==> config.mk <==
export PLATFORM = sky130hd
export DESIGN_NAME = aer_spike_encoder
export DESIGN_NICKNAME = d
export VERILOG_FILES = /design/src/rtl/aer_spike_encoder.sv
export SDC_FILE = /design/constraint.sdc
export NUM_CORES = 1
export LEC_CHECK = 0
export ABC_CLOCK_PERIOD_IN_PS = 6330
export CAP_MARGIN = 15
export CORE_MARGIN = 1
export CORE_UTILIZATION = 45
export CTS_CLUSTER_SIZE = 24
export DETAILED_ROUTE_END_ITERATION = 12
export GPL_TIMING_DRIVEN = 0
export MAX_ROUTING_LAYER = met4
export PLACE_DENSITY = 0.62
export SYNTH_ARGS = -nofsm -noshare
export SYNTH_HDL_FRONTEND = slang
export SYNTH_SLANG_ARGS = --single-unit
export TNS_END_PERCENT = 100
==> constraint.sdc <==
create_clock -name clk -period 6.33 [get_ports clk]
set_clock_uncertainty 0.05 [all_clocks]
set_input_delay 0.9495 -clock clk [delete_from_list [all_inputs] [get_ports clk]]
set_output_delay 0.9495 -clock clk [all_outputs]
set_load 0.005 [all_outputs]
==> src/rtl/aer_spike_encoder.sv <==
// Converts a parallel spike vector into address-event (addr, timestep) records queued in a show-ahead FIFO.
// First event is valid two cycles after an accepted strobe; strobes arriving while bits are still pending are dropped.

module aer_spike_fifo #(
   parameter int DEPTH = 16,
   parameter int W     = 11
) (
   input  logic                       clk,
   input  logic                       reset,
   input  logic                       push,
   input  logic [W-1:0]               push_dat,
   input  logic                       pop,
   output logic [W-1:0]               head_dat,
   output logic                       not_empty,
   output logic                       full,
   output logic [$clog2(DEPTH):0]     count
);
   localparam int AW = $clog2(DEPTH);
   localparam int CW = AW + 1;

   logic [W-1:0]  mem [DEPTH];
   logic [AW-1:0] wr_ptr;
   logic [AW-1:0] rd_ptr;
   logic [CW-1:0] cnt_nxt;
   logic          do_push;
   logic          do_pop;

   assign do_push   = push && !full;
   assign do_pop    = pop && not_empty;
   assign not_empty = (count != '0);
   assign head_dat  = mem[rd_ptr];

   always_comb begin
      cnt_nxt = count;
      case ({do_push, do_pop})
         2'b10:   cnt_nxt = count + CW'(1);
         2'b01:   cnt_nxt = count - CW'(1);
         default: cnt_nxt = count;
      endcase
   end

   // Pointers wrap naturally because DEPTH is a power of two.
   always_ff @(posedge clk) begin
      if (reset) begin
         wr_ptr <= '0;
         rd_ptr <= '0;
         count  <= '0;
         full   <= 1'b0;
      end else begin
         if (do_push) wr_ptr <= wr_ptr + AW'(1);
         if (do_pop)  rd_ptr <= rd_ptr + AW'(1);
         count <= cnt_nxt;
         full  <= (cnt_nxt == CW'(DEPTH));
      end
   end

   always_ff @(posedge clk) begin
      if (!reset && do_push) mem[wr_ptr] <= push_dat;
   end
endmodule

module aer_spike_encoder #(
   parameter int FIFO_DEPTH = 16,
   parameter int TS_WIDTH   = 8
) (
   input  logic                          clk,
   input  logic                          reset,
   input  logic [7:0]                    spike_in,
   input  logic                          spike_strobe,
   output logic                          spike_ready,
   output logic [2:0]                    aer_addr,
   output logic [TS_WIDTH-1:0]           aer_ts,
   output logic                          aer_valid,
   input  logic                          aer_ready,
   output logic [$clog2(FIFO_DEPTH):0]   fifo_count,
   output logic                          overflow,
   output logic [7:0]                    drop_cnt
);
   localparam int EW = 3 + TS_WIDTH;

   logic [7:0]          mask;
   logic [7:0]          mask_nxt;
   logic [TS_WIDTH-1:0] ts_cnt;
   logic [TS_WIDTH-1:0] ts_latch;
   logic [2:0]          scan_idx;
   logic                scan_push;
   logic                fifo_full;
   logic                fifo_vld;
   logic [EW-1:0]       head;

   always_comb begin
      scan_idx = 3'd0;
      for (int i = 7; i >= 0; i--) begin
         if (mask[i]) scan_idx = 3'(i);
      end
   end

   // Stall on the registered full flag even if a pop frees a slot this cycle.
   assign scan_push = (mask != 8'd0) && !fifo_full;

   always_comb begin
      mask_nxt = mask;
      if (scan_push) mask_nxt[scan_idx] = 1'b0;
      if (spike_strobe && spike_ready) mask_nxt = spike_in;
   end

   always_ff @(posedge clk) begin
      if (reset) begin
         mask        <= 8'd0;
         ts_cnt      <= '0;
         ts_latch    <= '0;
         spike_ready <= 1'b1;
         overflow    <= 1'b0;
         drop_cnt    <= 8'd0;
      end else begin
         mask        <= mask_nxt;
         spike_ready <= (mask_nxt == 8'd0);
         if (spike_strobe) begin
            ts_cnt <= ts_cnt + TS_WIDTH'(1);
            if (spike_ready) begin
               ts_latch <= ts_cnt;
            end else begin
               overflow <= 1'b1;
               if (drop_cnt != 8'hFF) drop_cnt <= drop_cnt + 8'd1;
            end
         end
      end
   end

   aer_spike_fifo #(
      .DEPTH (FIFO_DEPTH),
      .W     (EW)
   ) u_fifo (
      .clk       (clk),
      .reset     (reset),
      .push      (scan_push),
      .push_dat  ({scan_idx, ts_latch}),
      .pop       (aer_ready),
      .head_dat  (head),
      .not_empty (fifo_vld),
      .full      (fifo_full),
      .count     (fifo_count)
   );

   // Outputs read as zero when empty so the post-reset state is clean without resetting storage.
   assign aer_valid = fifo_vld;
   assign aer_addr  = fifo_vld ? head[EW-1:TS_WIDTH] : 3'd0;
   assign aer_ts    = fifo_vld ? head[TS_WIDTH-1:0] : '0;
endmodule

# Word level (Yosys, flattened, before mapping)
# Memory sizes are Yosys's and may differ from the RTL's. A register that Yosys moved wholly into a read port is not among the register bits.
# Index checks and enable logic that the tools add are counted.
[op_classes] mul=0 shift=0 eq_ne=4 n_mux=19 reduce_logical=14 n_lt_le_gt_ge=2 div_mod_pow=0 bitwise_logic=3 add_sub_neg=6
[ops] cell="2-to-1 mux 3 bit" n=9
[ops] cell="2-to-1 mux 8 bit" n=3
[ops] cell="adder 8 x 1 -> 8 bit (second input constant)" n=2
[ops] cell="case mux 5 bit (2 select lines)" n=1
[ops] cell="adder 4 x 1 -> 4 bit (second input constant)" n=2
[ops] cell="bitwise AND 8 bit" n=1
[ops] cell="logical NOT 8 bit" n=1
[ops] cell="2-to-1 mux 4 bit" n=2
[ops] cell="!= test 8 bit (second input constant)" n=1
[ops] cell="inverter 8 bit" n=1
[ops] cell="nonzero test 8 bit" n=1
[ops] cell="logical AND 1 bit" n=6
[ops] cell="adder 5 x 1 -> 5 bit (second input constant)" n=1
[ops] cell="== test 5 bit (second input constant)" n=1
[ops] cell="nonzero test 5 bit" n=1
[ops] cell="subtractor 5 x 1 -> 5 bit (second input constant)" n=1
[ops] cell="< comparator 3 x 4 -> 1 bit (second input constant)" n=1
[ops] cell="AND reduction 2 bit" n=2
[ops] cell="demux 1 bit (select 3 bit)" n=1
[ops] cell="greater-or-equal comparator 3 x 1 -> 1 bit (second input constant)" n=1
[ops] cell="2-to-1 mux 1 bit" n=3
[ops] cell="AND reduction 3 bit" n=1
[ops] cell="== test 2 x 1 -> 1 bit (second input constant)" n=1
[ops] cell="== test 2 bit (second input constant)" n=1
[ops] cell="other kinds (2)" n=3
[word_totals] word_cells=59 ff_bits=48 ramBits=176 mem_bits_ro=0 latch_bits=0 in_bits=12 output_inout_bits=27 n_memories=1
[memory_table] name="u_fifo.mem" depth=16 width=11 rd=1 rd_ports_with_merged_regs=1 wr=1 line="21" text="logic [W-1:0] mem [DEPTH];"

# Depth between registers and ports, before layout
[depth] depth_word=17 mapped_depth=12 mapped_depth_nobuf=10

# Modules after synthesis
# A second synthesis with hierarchy kept.
[unflattened] cells_unflattened=560 area_unflattened_um2=9321.4
[by_module_without_submodules] module="aer_spike_fifo" cells_each=362 n_inst=1 seq_area_each_um2=5645.4 area_each_um2=7718.7
[by_module_without_submodules] module="aer_spike_encoder" cells_each=198 n_inst=1 seq_area_each_um2=680.7 area_each_um2=1602.8

# Worst setup path before layout
# OpenSTA, ideal clock, no wires.
[synth_timing] kind="flip-flop to flip-flop" start="reg mask[2]" end="reg u_fifo.full" required_time_ns=6.184 synth_period_minus_slack_ns=2.910 n_path_buf=2 path_slack_ns=3.420 path_stages_with_launch=13 setup_ns=0.096 t_arrival_ns=2.764 cell_sequence="dfxtp_1 -> clkbuf_1 -> nor4_2 -> a21oi_1 -> clkbuf_1 -> inv_1 -> ha_1 -> fa_1 -> a21o_1 -> a21oi_1 -> mux2i_1 -> xor2_1 -> nor4b_1"
[synth_via] elab_chain_len=6 word_cells_on_any_way=7 cone_classes="3 x eq/ne; 1 x mux; 3 x reduce/logical"
[synth_rtl] item="from (decl)" line="81" text="logic [7:0] mask;"
[synth_rtl] item="from (signal assigned)" line="116" text="mask <= mask_nxt;"
[synth_rtl] item="nonzero test 8 bit *" line="99" text="assign scan_push = (mask != 8'd0) && !fifo_full;"
[synth_rtl] item="logical AND 1 bit *" line="99"
[synth_rtl] item="logical AND 1 bit *" line="28" text="assign do_push = push && !full;"
[synth_rtl] item="== test 2 x 1 -> 1 bit or == test 2 bit (tied branches)" line="35" text="case ({do_push, do_pop})"
[synth_rtl] item="case mux 5 bit (2 select lines) *" line="35"
[synth_rtl] item="== test 5 bit *" line="53" text="full <= (cnt_nxt == CW'(DEPTH));"
[synth_rtl] item="to (signal assigned)" line="53"
[synth_rtl] item="to (decl)" line="15" text="output logic full,"
# Every way passes the cells marked *; elsewhere a longest branch is shown, timed or not.
# A chain may end at the register's enable or synchronous reset.

==> metrics <==
Synth Flop Type edfxtp_1; area share of the largest cell type after synthesis 57.6%; sequential area share after synthesis 68.9%; Worst path slowest cell clkbuf_1; Post-Syn Area 0.00918 mm2; met3 GRT Util 2.90%; quantity of gates resized following cts 0; Final period util 68.2%; Synth Area in Compound Gates 2.89%; chip height 145 um; clk buf depth 3; I/O pin cnt 39; critical path type register to output pin; Synth cell types 43; simple-gate share of the synthesized area 7.53%; delay-heaviest family, CP buffers and inverters; CTS Buf Count 25; H-tree depth 1; growth of design area from synthesis to finish 17.3%; drt first pass iters 4; chip width 145 um; Filler cells 1524; setup ws final 2020 ps; Clock Sinks 228; Routed WL per cell 20.5 um; vias per cell 5.41; GRT Resource Usage Total 19.3%; total power 4.01 mW; area of the multi-input gates 0.00270 mm2; synth top area cells edfxtp_1, dfxtp_1, mux4_2; first-pass GRT wire length 28300 um; reg2reg start mask[0]$_SDFF_PP0_; Post-Synthesis Cells 548; Max-cap violations 0; met2 usage 32.5%; post-synthesis xor/xnor area fraction 2.00%; gp weighted congestion 0.812; most frequent cells in the layout edfxtp_1, nor2_1, dfxtp_1; syn_nets 572; R2R Setup Slk 2970 ps; worst slew pin tran 1120 ps; Hold Crit Start ts_cnt[7]$_SDFFE_PP0P_; slowest cell delay on critical path 550 ps; largest family of logic cells by synthesized area multiplexers; Most Frequent Cell on Critical Path clkbuf_1; pin count of the biggest net entering global routing 18; Setup TNS 0 ps; Cell Chain, Critical Path clkbuf_1 > clkbuf_1 > mux4_1 > mux4_2 > and2_1 > clkdlybuf4s50_1; Post-Synth Adder-Cell Area 1.94%; EDFF count, synth 176; antenna violations before repair 0; Iteration-0 DRC Markers 310; Post-synth ARST share 0%; Synth area leader edfxtp_1; Setup violations, final 0; peak supply drop 0.189 mV; DRC 0; Post-Syn Area per Cell 16.7 um2; via count 4902; kind of start point of the critical path register; Row Count 51; Port Buffers 36; Skew-Pair Late Insertion Delay 500 ps; Crit. End Element output pin; final hold violation count 0; maximum fanout along the worst path 10; R2R Path End u_fifo.full$_SDFF_PP0_; YS warnings 0; R2R cell count 12; flops & latches, synth 228; layout cells sized above 1 14.0%; layer with the highest usage met2; post-CTS setup buffers 0; post-DP HPWL 12600 um; Final Max Slew Viols 0; area of all sequential standard cells 0.00633 mm2; Starting Density 46.5%; critical path arrival 3320 ps; mux share of post-synthesis cell area 15.0%; vias in the first global route 5018; hold depth 2; RSZ-0062 raised after global routing false; antenna viol nets, final 0; met1 usage 24.6%; commonest non-fill, non-tap cell in the layout edfxtp_1; status complete, no violations; relative slew slack 25.3%; Tmin final 4310 ps; Req. time, crit path 5330 ps; clock-pin slew on the worst setup and hold paths 60 ps; Lkg Pwr 3.55 nW; Core ar. 0.0197 mm2; pre-CTS worst setup slack 2510 ps; CTS Root Cell clkbuf_16; Post-CTS Hold Fix Bufs 0; # diodes 0; # nets final 647; Die ar. 0.0210 mm2; WHS Endpoint ts_latch[7]$_SDFFE_PP0P_; worst hold path type register to register; Routed WL 18600 um; GRT overflow 0; Buf/Inv on CP 3; Pwr Density 373 mW/mm2; TritonCTS clock tree yes; max frequency 0.232 GHz
[synth_stat cells, types with 2 or more instances]
cell      instances
nand2_1          41
edfxtp_1        176
ha_1             11
buf_6             5
o21ai_0           6
clkbuf_1         19
nor3_1            3
dfxtp_1          52
xor2_1           11
nor2_1           52
a21oi_1          26
and2_1           12
inv_1             5
nand3b_1          2
mux2i_1           5
nor4_1            3
mux4_1           20
and3_1            6
or3_1             8
buf_1             2
maj3_1            2
xnor2_1          10
o211ai_1          4
mux4_2           35
nand3_1           5
a21o_1            2
nand4_1           6
nor2b_1           4
[worst reg2reg max path: cells and delay by family, from the launching register on]
| family | cells | cell delay (ps) |
|---|---|---|
| compound gates | 3 | 700 |
| xor+xnor | 1 | 110 |
| fa+ha+maj | 2 | 720 |
| buf+inv | 3 | 740 |
| flops | 1 | 310 |
| mux | 1 | 250 |
| simple gates | 2 | 380 |
[worst max path at each step]
stage | from | endpoint | slack, ps | cells after the start
2_1_floorplan | mask[2]$_SDFF_PP0_ | u_fifo.full$_SDFF_PP0_ | 3420 | 12
3_3_place_gp | register | aer_addr[2] | 2490 | 6
4_1_cts | register | aer_ts[7] | 1950 | 6
6_report | register | aer_addr[1] | 2020 | 6
5_1_grt | register | aer_ts[3] | 1870 | 6
3_5_place_dp | register | aer_addr[1] | 2510 | 6
[sequential cells by signal, indices dropped and copies added (netlist names), named ones only]
signal         cells
u_fifo.mem       176
drop_cnt           8
mask               8
ts_cnt             8
ts_latch           8
u_fifo.count       5
u_fifo.rd_ptr      4
u_fifo.wr_ptr      4
overflow           1
spike_ready        1
u_fifo.full        1
[final cells by class]
class / count / area share (%)
Buffer: 27 / 1.30
Clock buffer: 39 / 6.76
Clock inverter: 6 / 0.279
Inverter: 5 / 0.174
Multi-Input combinational cell: 288 / 25.1
Sequential cell: 228 / 58.7
Tap cell: 265 / 3.08
Timing Repair Buffer: 48 / 4.57
[kinds of logic after synthesis]
| group | count (synthesis) |
|---|---|
| muxes | 61 |
| AOI/OAI and AO/OA | 45 |
| DFF | 228 |
| xor gates and xnor gates | 21 |
| buffers and inverters | 32 |
| and+or+nand+nor | 147 |
| adders and majority gates | 14 |
[power by group]
part           leakage, nW  switching (mW)  internal [mW]  total [mW]
sequential            2.03          0.0543           1.70        1.75
combinational         1.15           0.439          0.491       0.930
clock                0.372           0.543          0.786        1.33
total                 3.55            1.04           2.98        4.01
[per-stage QoR]
| step | util, % | instance area [um2] | instances | hold slack, ps |
|---|---|---|---|---|
| 3_5_place_dp | 50.7 | 10000 | 861 | 414 |
| 2_1_floorplan | - | 9180 | 548 | 387 |
| 3_3_place_gp | 50.1 | 9870 | 849 | 410 |
| 5_1_grt | 54.6 | 10800 | 906 | 445 |
| 6_report | 54.6 | 10800 | 906 | 418 |
| 4_1_cts | 54.6 | 10800 | 906 | 423 |
[routing by layer]
metal	part of all wire (%)	vias up
met1	43	2466
met3	6.3	22
met2	50	128
li1	-	2286
met5	0	-
met4	1.4	0
No activity file was read; power rests on OpenSTA's default activity.
